**config.mk**
```make
export PLATFORM = sky130hd
export DESIGN_NAME = magnitude_comparator_seq
export DESIGN_NICKNAME = d
export VERILOG_FILES = /design/src/rtl/magnitude_comparator_seq.sv
export SDC_FILE = /design/constraint.sdc
export NUM_CORES = 1
export LEC_CHECK = 0
export CORE_UTILIZATION = 41
export DETAILED_ROUTE_END_ITERATION = 6
export PLACE_DENSITY = 0.79
export SKIP_CTS_REPAIR_TIMING = 1
export SYNTH_ARGS = -nofsm -noshare
export SYNTH_HDL_FRONTEND = slang
export SYNTH_SLANG_ARGS = --single-unit
```
**constraint.sdc**
```tcl
create_clock -name clk -period 2.25 [get_ports clk]
set_input_delay 0.45 -clock clk [delete_from_list [all_inputs] [get_ports clk]]
set_output_delay 0.45 -clock clk [all_outputs]
set_load 0.1 [all_outputs]
```
**src/rtl/magnitude_comparator_seq.sv**
```systemverilog
// Multi-cycle magnitude comparator: operands are captured on start and
// compared MSB-first, CHUNK bits per clock, stopping at the first chunk
// that differs. Signed operands are turned into offset-binary at capture
// (MSB inverted) so the chunk walk is always an unsigned compare.
module magnitude_comparator_seq #(
  parameter int WIDTH = 8,
  parameter int CHUNK = 2
) (
  input  logic             clk,
  input  logic             rst,
  input  logic             start,
  input  logic [WIDTH-1:0] a,
  input  logic [WIDTH-1:0] b,
  input  logic             is_signed,
  output logic             busy,
  output logic             done,
  output logic             a_gt_b,
  output logic             a_lt_b,
  output logic             a_eq_b
);

  localparam int N    = WIDTH / CHUNK;
  localparam int IDXW = (N > 1) ? $clog2(N) : 1;

  typedef enum logic {
    IDLE,
    CMP
  } state_t;

  state_t           state_q, state_d;
  logic [IDXW-1:0]  idx_q, idx_d;
  logic [WIDTH-1:0] a_r_q, a_r_d;
  logic [WIDTH-1:0] b_r_q, b_r_d;
  logic             done_q, done_d;
  logic             gt_q, gt_d;
  logic             lt_q, lt_d;
  logic             eq_q, eq_d;
  logic [CHUNK-1:0] a_chunk, b_chunk;

  // Select chunk idx (counted from the MSB end) of both latched operands.
  always_comb begin
    a_chunk = '0;
    b_chunk = '0;
    for (int unsigned i = 0; i < N; i++) begin
      if (idx_q == IDXW'(i)) begin
        a_chunk = a_r_q[WIDTH-1-i*CHUNK -: CHUNK];
        b_chunk = b_r_q[WIDTH-1-i*CHUNK -: CHUNK];
      end
    end
  end

  // Next-state logic: capture in IDLE, walk chunks in CMP, decide on first difference.
  always_comb begin
    state_d = state_q;
    idx_d   = idx_q;
    a_r_d   = a_r_q;
    b_r_d   = b_r_q;
    done_d  = 1'b0;
    gt_d    = gt_q;
    lt_d    = lt_q;
    eq_d    = eq_q;
    case (state_q)
      IDLE: begin
        if (start) begin
          a_r_d = a;
          b_r_d = b;
          if (is_signed) begin
            a_r_d[WIDTH-1] = ~a[WIDTH-1];
            b_r_d[WIDTH-1] = ~b[WIDTH-1];
          end
          idx_d   = '0;
          state_d = CMP;
        end
      end
      CMP: begin
        if (a_chunk != b_chunk) begin
          gt_d    = (a_chunk > b_chunk);
          lt_d    = (a_chunk < b_chunk);
          eq_d    = 1'b0;
          done_d  = 1'b1;
          state_d = IDLE;
        end else if (idx_q == IDXW'(N - 1)) begin
          gt_d    = 1'b0;
          lt_d    = 1'b0;
          eq_d    = 1'b1;
          done_d  = 1'b1;
          state_d = IDLE;
        end else begin
          idx_d = idx_q + IDXW'(1);
        end
      end
      default: state_d = IDLE;
    endcase
  end

  // State and result registers with synchronous active-high reset.
  always_ff @(posedge clk) begin
    if (rst) begin
      state_q <= IDLE;
      idx_q   <= '0;
      a_r_q   <= '0;
      b_r_q   <= '0;
      done_q  <= 1'b0;
      gt_q    <= 1'b0;
      lt_q    <= 1'b0;
      eq_q    <= 1'b0;
    end else begin
      state_q <= state_d;
      idx_q   <= idx_d;
      a_r_q   <= a_r_d;
      b_r_q   <= b_r_d;
      done_q  <= done_d;
      gt_q    <= gt_d;
      lt_q    <= lt_d;
      eq_q    <= eq_d;
    end
  end

  assign busy   = (state_q == CMP);
  assign done   = done_q;
  assign a_gt_b = gt_q;
  assign a_lt_b = lt_q;
  assign a_eq_b = eq_q;

endmodule

```
### Word-level counts from Yosys, hierarchy flattened

Index checks and enable logic that the tools add are counted.
Widths: inputs -> output; s select.

* register bits: 23
* input bits: 20
* output and inout port bits: 5

* add/sub/neg operators: 1
* $lt $le $gt $ge: 2
* equal/unequal tests: 7
* muxes and demuxes: 25
* bitwise logic cells: 3
* reductions and logical operators: 6

Operator list (number)
* $mux 2: 11
* $mux 1: 12
* $ne 2x2->1 const B: 3
* $eq 2x2->1 const B: 2
* $pmux 2 s2: 1
* $reduce_and 2->1: 2
* $not 1->1: 3
* $reduce_and 3->1: 1
* $add 2x1->2 const B: 1
* $eq 2x1->1 const B: 1
* $gt 2x2->1: 1
* $logic_not 2->1: 1
* $lt 2x2->1: 1
* $ne 2x2->1: 1
* $pmux 1 s2: 1
* $reduce_bool 2->1: 1
* $reduce_or 2->1: 1

### Depth between registers and ports, before layout

Gate-level depths: netlist of run 1.

* depth in word-level cells: 8
* gate-level depth with buffers: 9
* mapped depth without buffers: 9

### Worst setup path before layout of run 1

Ideal clock, no wire load.

* kind: flip-flop to flip-flop
* start point: reg idx_q[1]
* end point: reg lt_q (netlist: a_lt_b)
* arrival time: 2.114 ns
* data required time: 2.179 ns
* setup slack: 0.065 ns
* cell stages (with the launch flop): 10
* buffers on the path: 0
* clock period less this slack: 2.185 ns
* cell sequence: dfxtp_1 -> inv_1 -> ha_1 -> nor2b_1 -> a221oi_1 -> o31ai_1 -> ha_1 -> a21bo_2 -> or3_1 -> a21oi_1

* word-level cells in the longest chain between the ends: 8
* elaborated cells between the ends (all ways): 17

RTL lines
* start, declared: RTL line 31 `logic [IDXW-1:0] idx_q, idx_d;`
* start signal, assigned: RTL line 109 `idx_q <= idx_d;`
* $logic_not 2->1: RTL line 45 `if (idx_q == IDXW'(i)) begin`
* $mux 2 (4 in a row): RTL line 45
* $ne 2x2->1: RTL line 76 `if (a_chunk != b_chunk) begin`
* $reduce_bool 2->1 (no line)
* $reduce_and 2->1 (no line)
* end signal, assigned: RTL line 114 `lt_q <= lt_d;`
* end, declared: RTL line 36 `logic lt_q, lt_d;`

Parallel ways exist; a longest one is shown, timed or not.
A chain may end at the register's enable or synchronous reset.

### Final worst setup path of run 1

* start point: reg idx_q[0]
* end point: reg lt_q (netlist: a_lt_b)

The elaborated chain is that of the path after synthesis.

==> impl_metrics.py, run 1 <==
metrics = {
    "sta": {
        "fin_crit_ns": 2.238,
        "fin_ws_ns": 0.01240,
        "period_share_pct": 99.45,
        "rsz0062_at_grt": "yes",
        "hold_ws_ns": 0.4672,
        "slew_viol_final": 0,
        "maxSlewHeadroom_pct": 58.71,
        "fin_setup_tns_ns": 0,
        "worst_clock_skew_ns": 0.003546,
        "finalHoldViolations": 0,
        "timing.fmax_mhz": 446.9,
        "finalSetupViolations": 0,
        "worst_pin_slew_ns": 0.6193,
    },
    "logic_synthesis": {
        "async_flop_share_pct": 0,
        "synth-seq-cells": 23,
        "synth_area_um2": 1037,
        "synth-main-ff-cell": "dfxtp_1",
        "synth-edff-count": 0,
        "synthDistinctLibCells": 24,
        "yosysTopAreaCell": "dfxtp_1",
        "synthTopCellsByArea": "dfxtp_1 44%, nand2_1 11%, a21oi_1 11%",
        "yosys_warnings": 0,
        "ys_top_cells_by_count": "31 x nand2_1, 23 x a21oi_1, 23 x dfxtp_1",
        "synthesis.instances": 127,
        "avgSynthCellArea_um2": 8.167,
        "synth_fp_nets": 153,
        "yosysMostFrequentCell": "nand2_1",
        "ys_seq_area_share_pct": 44.39,
        "synth.top_cell.area_share_pct": 44.39,
    },
    "run_status": {
        "status": "complete, no violations",
    },
    "detailed_routing": {
        "drtAntennaViolNets": 0,
        "routedWlPerCell_um": 12.48,
        "vias_per_cell": 5.306,
        "dr_total_vias": 971,
        "wl_um": 2284,
        "dr.first_iter.drc_count": 15,
        "firstDrtPassIters": 4,
        "drcViolationCount": 0,
    },
    "global_routing": {
        "grt_pass1_vias": 908,
        "grt_antenna_before_repair": 0,
        "grt_use_total_pct": 19.53,
        "overflow": 0,
        "grt_max_degree": 19,
        "grt_pass1_wl_um": 3926,
    },
    "clocking": {
        "cts.clk_slew.worst_paths_ns": 0.12,
        "htreeDepth": 1,
        "cts.sinks": 23,
        "clk_path_buf_depth": 2,
        "root_buffer": "clkbuf_4",
        "cts_made_buffers": 3,
        "clk-insertion-delay-late_ns": 0.31,
        "cts_tree": "done",
    },
    "worst_setup_path": {
        "end_kind": "flop",
        "worstSetupStartpoint": "idx_q[0]",
        "cp.required_ns": 2.50,
        "critPathMaxFanout": 4,
        "regToRegSetupSlack_ns": 0.01,
        "critical_path_class": "reg -> reg",
        "worst_ep_arrival_time_ns": 2.48,
        "r2r-start": "idx_q[0]",
        "start_kind": "flop",
        "worstReg2RegEnd": "a_lt_b",
        "r2r_cells": 9,
        "crit_path_end": "a_lt_b",
    },
    "worst_hold_path": {
        "min_path_type": "reg -> reg",
        "min-delay-start": "a_r_q[2]",
    },
    "power_and_ir_drop": {
        "leakagePower_nw": 0.5363,
        "worst_ir_drop_vdd_v": 0.0003952,
        "power_density_nw_per_um2": 665.6,
        "p_total_mw": 0.9502,
    },
    "finish": {
        "fin_area_um2": 1428,
        "final_nets": 182,
        "areaGrowthSynthToFinish_pct": 37.64,
        "antenna_cells": 0,
        "drive_above_1_share_pct": 21.29,
    },
    "floorplan": {
        "start_util_pct": 45.15,
        "core_area_um2": 2297,
        "die_w_um": 52.30,
        "pin_count": 25,
        "rows": 17,
        "dieArea_um2": 2735,
        "die_h_um": 52.30,
    },
    "placement": {
        "gp_congestion": 0.8471,
        "dpl.hpwl_um": 1661,
        "dpl-instance-area_um2": 1306,
        "pre_cts_ws_ns": -0.1229,
        "io_buffer_count": 24,
    },
    "job": {
        "drv_cap": 0,
    },
}
## report_power, final
group	internal [mW]	total [mW]	switching, mW
registers	0.440	0.463	0.0239
logic	0.129	0.296	0.167
clock network	0.0691	0.190	0.121
## registers in the layout, indices dropped and copies added (netlist names)
signal / count
a_eq_b: 1
a_gt_b: 1
a_lt_b: 1
done: 1
b_r_q: 8
a_r_q: 8
busy: 1
idx_q: 2
## cells in the final DEF, fill, tap and decap left out, types with 3 or more instances in the layout
cell             instances
inv_1                    3
nand2_1                 31
nor2b_1                  4
clkdlybuf4s50_1         19
a21oi_1                 21
clkbuf_4                 3
buf_4                   12
nand3_1                  4
dfxtp_1                 21
## worst min path at each step
stage / cells after the start / end / slack [ns]
final: 2 / a_r_q[2] / 0.47
after floorplan: 2 / b_r_q[6] / 0.44
after detailed placement: 2 / a_r_q[0] / 0.45
after CTS: 2 / a_r_q[0] / 0.47
after global placement: 2 / b_r_q[0] / 0.45
after global routing: 2 / a_r_q[6] / 0.50
## metrics by stage
| stage | std cells | utilization [%] |
|---|---|---|
| after floorplan | 127 | - |
| after global placement | 177 | 56.86 |
| after detailed placement | 177 | 56.86 |
| after CTS | 181 | 58.01 |
| after global routing | 183 | 62.15 |
| final | 183 | 62.15 |
## layer usage
layer / track usage (%) / part of all wire, % / up-vias / wire length, um
li1: - / - / 491 / -
met1: 23.86 / 46 / 450 / 1051
met2: 32.91 / 49 / 28 / 1121
met3: 2.609 / 4.0 / 2 / 92
met4: 10.09 / 0.83 / 0 / 19
met5: 0 / 0 / - / 0
## worst max-delay path: stages (launching register included)
cell	delay [ns]
dfxtp_4	0.40
inv_2	0.06
ha_2	0.17
nor2b_4	0.14
a221o_1	0.30
a22oi_2	0.18
ha_4	0.24
a21bo_2	0.21
or3_1	0.36
a21oi_2	0.11
## area by class of cell
type / count / area [um2]
clock buffers: 4 / 26.28
fillers: 197 / 869.6
inverters: 5 / 18.77
multi-input cells: 92 / 601.8
flip-flops and latches: 23 / 465.4
well taps: 28 / 35.03
repair buffers: 31 / 280.3
## kinds of logic (layout without fill, tap and decap cells)
kind of cell,count (synthesis),in the layout,share of synthesized area [%]
simple gates,48,48,20.63
buf+inv,12,40,4.825
flops,23,23,44.39
fa+ha+maj,6,6,7.237
compound gates,36,36,21.23
xor+xnor,2,2,1.689
Power figures use the tool's default switching activity.
==> run 2, diff against run 1 <==
--- a/config.mk
+++ b/config.mk
@@ -5,8 +5,10 @@
 export SDC_FILE = /design/constraint.sdc
 export NUM_CORES = 1
 export LEC_CHECK = 0
+export CORE_MARGIN = 1
 export CORE_UTILIZATION = 41
 export DETAILED_ROUTE_END_ITERATION = 6
+export GPL_ROUTABILITY_DRIVEN = 0
 export PLACE_DENSITY = 0.79
 export SKIP_CTS_REPAIR_TIMING = 1
 export SYNTH_ARGS = -nofsm -noshare
==> constraint.sdc (replaced) <==
create_clock -name clk -period 1.9 [get_ports clk]
set_input_delay 0.38 -clock clk [delete_from_list [all_inputs] [get_ports clk]]
set_output_delay 0.38 -clock clk [all_outputs]
set_load 0.1 [all_outputs]
==> run 2 against run 1 <==
  * Combinational power grew 23%
  * Die area is the same
  * Critical path depth is the same
  * Register-to-register slack lost 0.37 ns
  * Hold slack gained 0.0025 ns
  * Final cell count grew 1.1%
  * Largest cell class unchanged
  * Utilization grew 1.5 points
  * The run now ends with setup timing left
==> impl_metrics.py, run 2 (synthesis gave the netlist of run 1 again) <==
metrics = {
    "run_status": {
        "status": "finished, violations left",
        "violations": "setup timing",
    },
    "clocking": {
        "clk-insertion-delay-late_ns": 0.31,
        "cts_made_buffers": 3,
        "cts.clk_slew.worst_paths_ns": 0.12,
        "clk_path_buf_depth": 2,
        "root_buffer": "clkbuf_4",
        "cts_tree": "done",
        "cts.sinks": 23,
        "htreeDepth": 1,
    },
    "worst_setup_path": {
        "critPathMaxFanout": 4,
        "worst_ep_arrival_time_ns": 2.51,
        "regToRegSetupSlack_ns": -0.36,
        "r2r-start": "idx_q[0]",
        "cp.required_ns": 2.16,
        "start_kind": "flop",
        "end_kind": "flop",
        "critical_path_class": "reg -> reg",
        "worstReg2RegEnd": "a_lt_b",
        "r2r_cells": 9,
    },
    "power_and_ir_drop": {
        "pwr-share-seq_pct": 48.4,
        "pwr-share-clk_pct": 19.6,
        "p_comb_share_pct": 32.0,
        "p_int_mw": 0.7664,
        "sw_frac_of_total_pct": 32.79,
        "leakagePower_nw": 0.5513,
        "worst_ir_drop_vdd_v": 0.0005251,
        "power.switching_mw": 0.3738,
        "power_density_nw_per_um2": 780.2,
        "p_total_mw": 1.140,
    },
    "worst_hold_path": {
        "min_path_type": "reg -> reg",
        "whs_path_depth": 2,
        "whs_endpoint": "a_r_q[3]",
        "min-delay-start": "a_r_q[3]",
    },
    "sta": {
        "maxSlewHeadroom_pct": 74.47,
        "finalSetupViolations": 7,
        "slew_viol_final": 0,
        "timing.fmax_mhz": 443.1,
        "finalHoldViolations": 0,
        "worst_pin_slew_ns": 0.3829,
        "fin_ws_ns": -0.3569,
        "period_share_pct": 118.8,
        "hold_ws_ns": 0.4698,
        "fin_crit_ns": 2.257,
        "rsz0062_at_grt": "yes",
        "worst_clock_skew_ns": 0.005254,
    },
    "detailed_routing": {
        "wl_um": 2403,
        "routedWlPerCell_um": 12.99,
        "drcViolationCount": 0,
        "dr_total_vias": 970,
        "drtAntennaViolNets": 0,
        "vias_per_cell": 5.243,
        "dr.first_iter.drc_count": 7,
        "firstDrtPassIters": 4,
    },
    "finish": {
        "final_common_cell": "nand2_1",
        "post-route-util_pct": 63.62,
        "areaGrowthSynthToFinish_pct": 40.89,
        "top_regs": "a_r_q: 8 flops, b_r_q: 8 flops, idx_q: 2 flops",
        "final_nets": 184,
        "final_cell_mix": "31 x nand2_1, 21 x a21oi_1, 21 x dfxtp_1",
        "drive_above_1_share_pct": 21.66,
        "antenna_cells": 0,
        "instances_no_fill": 185,
    },
    "floorplan": {
        "pin_count": 25,
        "die_h_um": 52.30,
        "dieArea_um2": 2735,
        "start_util_pct": 45.15,
        "core_area_um2": 2297,
        "die_w_um": 52.30,
        "rows": 17,
    },
    "placement": {
        "dpl.hpwl_um": 1713,
        "dp.cells": 179,
        "io_buffer_count": 24,
    },
    "global_routing": {
        "grt_pass1_wl_um": 3815,
        "grt_antenna_before_repair": 0,
        "grt_max_degree": 24,
        "grt_use_total_pct": 19.01,
        "overflow": 0,
        "grt_pass1_vias": 882,
    },
    "job": {
        "drv_cap": 0,
    },
}
run 2: area by class of cell:
cell class / instances / area [um2]
tap: 28 / 35.03
timing repair buffer: 33 / 311.5
inverter: 5 / 21.27
multi-input combinational: 92 / 599.3
sequential: 23 / 467.9
clock buffer: 4 / 26.28
fill: 187 / 835.8
run 2: worst max-delay path: stages (launching register included):
cell	delay, ns
dfxtp_4	0.41
inv_4	0.05
ha_4	0.14
nor2b_4	0.13
a221o_1	0.32
a22oi_2	0.17
ha_1	0.29
a21bo_2	0.22
or3_1	0.35
a21oi_1	0.12
run 2: per-stage QoR:
step / setup TNS, ns / setup slack (ns) / instance area [um2]
after detailed placement: -1.049 / -0.2867 / 1380
final: -1.450 / -0.3569 / 1461
after global routing: -1.891 / -0.4128 / 1461
after global placement: -0.7398 / -0.2533 / 1380
after floorplan: -0.2814 / -0.2104 / 1084
after CTS: -1.309 / -0.3323 / 1406
run 2: routing by layer:
metal  wire length [um]  global-route usage (%)
met4                 49                   6.579
met3                 80                   5.217
met2               1222                   33.12
met5                  0                       0
met1               1050                   22.02
run 2: power by group through the flow:
stage	Clock [mW]	Combinational, mW	Sequential [mW]
finish	0.223	0.365	0.552
global route	0.254	0.395	0.557
CTS	0.230	0.341	0.551
detailed placement	0	0.339	0.562
global placement	0	0.330	0.560
floorplan	0	0.163	0.621
run 2: worst max path at each step:
| stage | from | to | depth (start not counted) |
|---|---|---|---|
| after global routing | idx_q[0] | a_lt_b | 9 |
| final | idx_q[0] | a_lt_b | 9 |
| after CTS | idx_q[1] | a_lt_b | 9 |
| after detailed placement | idx_q[1] | a_lt_b | 9 |
| after global placement | idx_q[0] | a_lt_b | 8 |
| after floorplan | idx_q[0] | a_lt_b | 9 |
==> run 3, diff against run 2 <==
--- a/config.mk
+++ b/config.mk
@@ -10,6 +10,7 @@
 export DETAILED_ROUTE_END_ITERATION = 6
 export GPL_ROUTABILITY_DRIVEN = 0
 export PLACE_DENSITY = 0.79
+export REMOVE_ABC_BUFFERS = 1
 export SKIP_CTS_REPAIR_TIMING = 1
 export SYNTH_ARGS = -nofsm -noshare
 export SYNTH_HDL_FRONTEND = slang
==> run 3 against run 2 <==
  * The run still ends with setup timing left
  * Worst setup slack lost 0.021 ns
  * Total power decreased by 0.32%
  * Routed wire length is 3.5% lower
  * Via count down 0.21%
  * Utilization unchanged
  * Sequential share of layout area fell by 0.17 points
  * Maximum frequency fell by 0.94%
  * Count of clock-buffer cells in the layout unchanged
  * Clock skew barely moved
==> impl_metrics.py, run 3 (synthesis gave the netlist of run 1 again) <==
metrics = {
    "clocking": {
        "root_buffer": "clkbuf_4",
        "clk-insertion-delay-late_ns": 0.30,
        "cts.clk_slew.worst_paths_ns": 0.12,
        "cts_tree": "done",
        "cts.sinks": 23,
        "clk_path_buf_depth": 2,
        "cts_made_buffers": 3,
        "htreeDepth": 1,
    },
    "finish": {
        "multi_input_area_um2": 598.1,
        "final_cell_mix": "31 x nand2_1, 22 x a21oi_1, 21 x dfxtp_1",
        "final_nets": 185,
        "areaGrowthSynthToFinish_pct": 40.89,
        "drive_above_1_share_pct": 22.15,
        "final_common_cell": "nand2_1",
        "fillers": 213,
        "top_regs": "a_r_q: 8 flops, b_r_q: 8 flops, idx_q: 2 flops",
        "regArea_um2": 465.4,
        "antenna_cells": 0,
        "fin_area_um2": 1461,
    },
    "floorplan": {
        "dieArea_um2": 2735,
        "pin_count": 25,
        "start_util_pct": 45.15,
        "core_area_um2": 2297,
        "rows": 17,
        "die_h_um": 52.30,
        "die_w_um": 52.30,
    },
    "detailed_routing": {
        "drtAntennaViolNets": 0,
        "vias_per_cell": 5.204,
        "wl_um": 2320,
        "dr_total_vias": 968,
        "routedWlPerCell_um": 12.47,
        "dr.first_iter.drc_count": 8,
        "firstDrtPassIters": 4,
        "drcViolationCount": 0,
    },
    "sta": {
        "fin_crit_ns": 2.278,
        "finalSetupViolations": 7,
        "worst_clock_skew_ns": 0.004767,
        "slew_viol_final": 0,
        "fin_ws_ns": -0.3783,
        "worst_pin_slew_ns": 0.6230,
        "finalHoldViolations": 0,
        "timing.fmax_mhz": 438.9,
        "maxSlewHeadroom_pct": 58.47,
        "period_share_pct": 119.9,
        "fin_setup_tns_ns": -1.707,
        "rsz0062_at_grt": "yes",
    },
    "power_and_ir_drop": {
        "worst_ir_drop_vdd_v": 0.0004699,
        "leakagePower_nw": 0.5536,
        "power_density_nw_per_um2": 777.8,
    },
    "placement": {
        "pre_cts_ws_ns": -0.4013,
        "dpl.hpwl_um": 1601,
        "dpl-instance-area_um2": 1326,
        "io_buffer_count": 24,
    },
    "global_routing": {
        "grt_pass1_vias": 936,
        "overflow": 0,
        "grt_antenna_before_repair": 0,
        "grt_pass1_wl_um": 3746,
        "grt_max_degree": 24,
        "grt_use_total_pct": 18.17,
    },
    "worst_setup_path": {
        "start_kind": "flop",
        "end_kind": "flop",
        "cp.required_ns": 2.15,
        "worst_ep_arrival_time_ns": 2.53,
        "critPathMaxFanout": 4,
        "r2r_cells": 9,
        "critical_path_class": "reg -> reg",
    },
    "worst_hold_path": {
        "whs_path_depth": 2,
        "min_path_type": "reg -> reg",
    },
    "job": {
        "drv_cap": 0,
    },
    "run_status": {
        "status": "finished, violations left",
        "violations": "setup timing",
    },
}
run 3: changes by cell type in the layout (fill, tap and decap cells not counted):
cell	before	now
buf_4	12	14
a21boi_0	0	1
a21boi_1	1	0
a21oi_1	21	22
a21oi_2	2	1
buf_6	1	0
dfxtp_2	0	1
dfxtp_4	2	1
ha_1	3	2
ha_2	1	2
nand3_1	3	4
nand3_2	1	0
or3_1	1	0
or3_4	0	1
run 3: layout make-up:
type	instances	area share [%]
tap	28	2.397
sequential	23	31.85
clock buffer	4	1.798
multi-input combinational	92	40.92
timing repair buffer	34	21.58
inverter	5	1.455
run 3: worst paths after layout:
kind | start | end | slack [ns]
worst max-delay path | idx_q[0] | a_lt_b | -0.38
worst min-delay path | a_r_q[4] | a_r_q[4] | 0.47
worst max register to register | idx_q[0] | a_lt_b | -0.38
worst min register to register | a_r_q[4] | a_r_q[4] | 0.47
run 3: critical path, cell delays in order (launching register included):
cell	delay (ns)
dfxtp_4	0.41
inv_4	0.05
ha_4	0.14
nor2b_4	0.13
a221o_1	0.32
a22oi_2	0.16
ha_1	0.28
a21bo_2	0.23
or3_4	0.38
a21oi_2	0.12
run 3: layer usage:
metal	track usage, %	share of wire [%]	vias to the layer above
li1	-	-	499
met1	21.65	45	440
met2	32.49	49	25
met3	2.609	3.9	4
met4	6.579	1.8	0
met5	0	0	-
run 3: report_power, final:
group	internal (mW)	leakage (nW)	total, mW	switching, mW
clock network	0.0818	0.0150	0.215	0.134
logic	0.170	0.349	0.370	0.200
registers	0.521	0.190	0.551	0.0309
total	0.772	0.554	1.14	0.364
run 3: per-stage QoR:
stage          util, %  power, mW  hold WS, ns  std cells
2_1_floorplan        -     0.7511       0.4301        120
3_3_place_gp     57.73     0.8587       0.4479        178
3_5_place_dp     57.73     0.8726       0.4512        178
4_1_cts          58.88      1.085       0.4718        182
5_1_grt          63.62      1.210       0.4998        186
6_report         63.62      1.137       0.4717        186
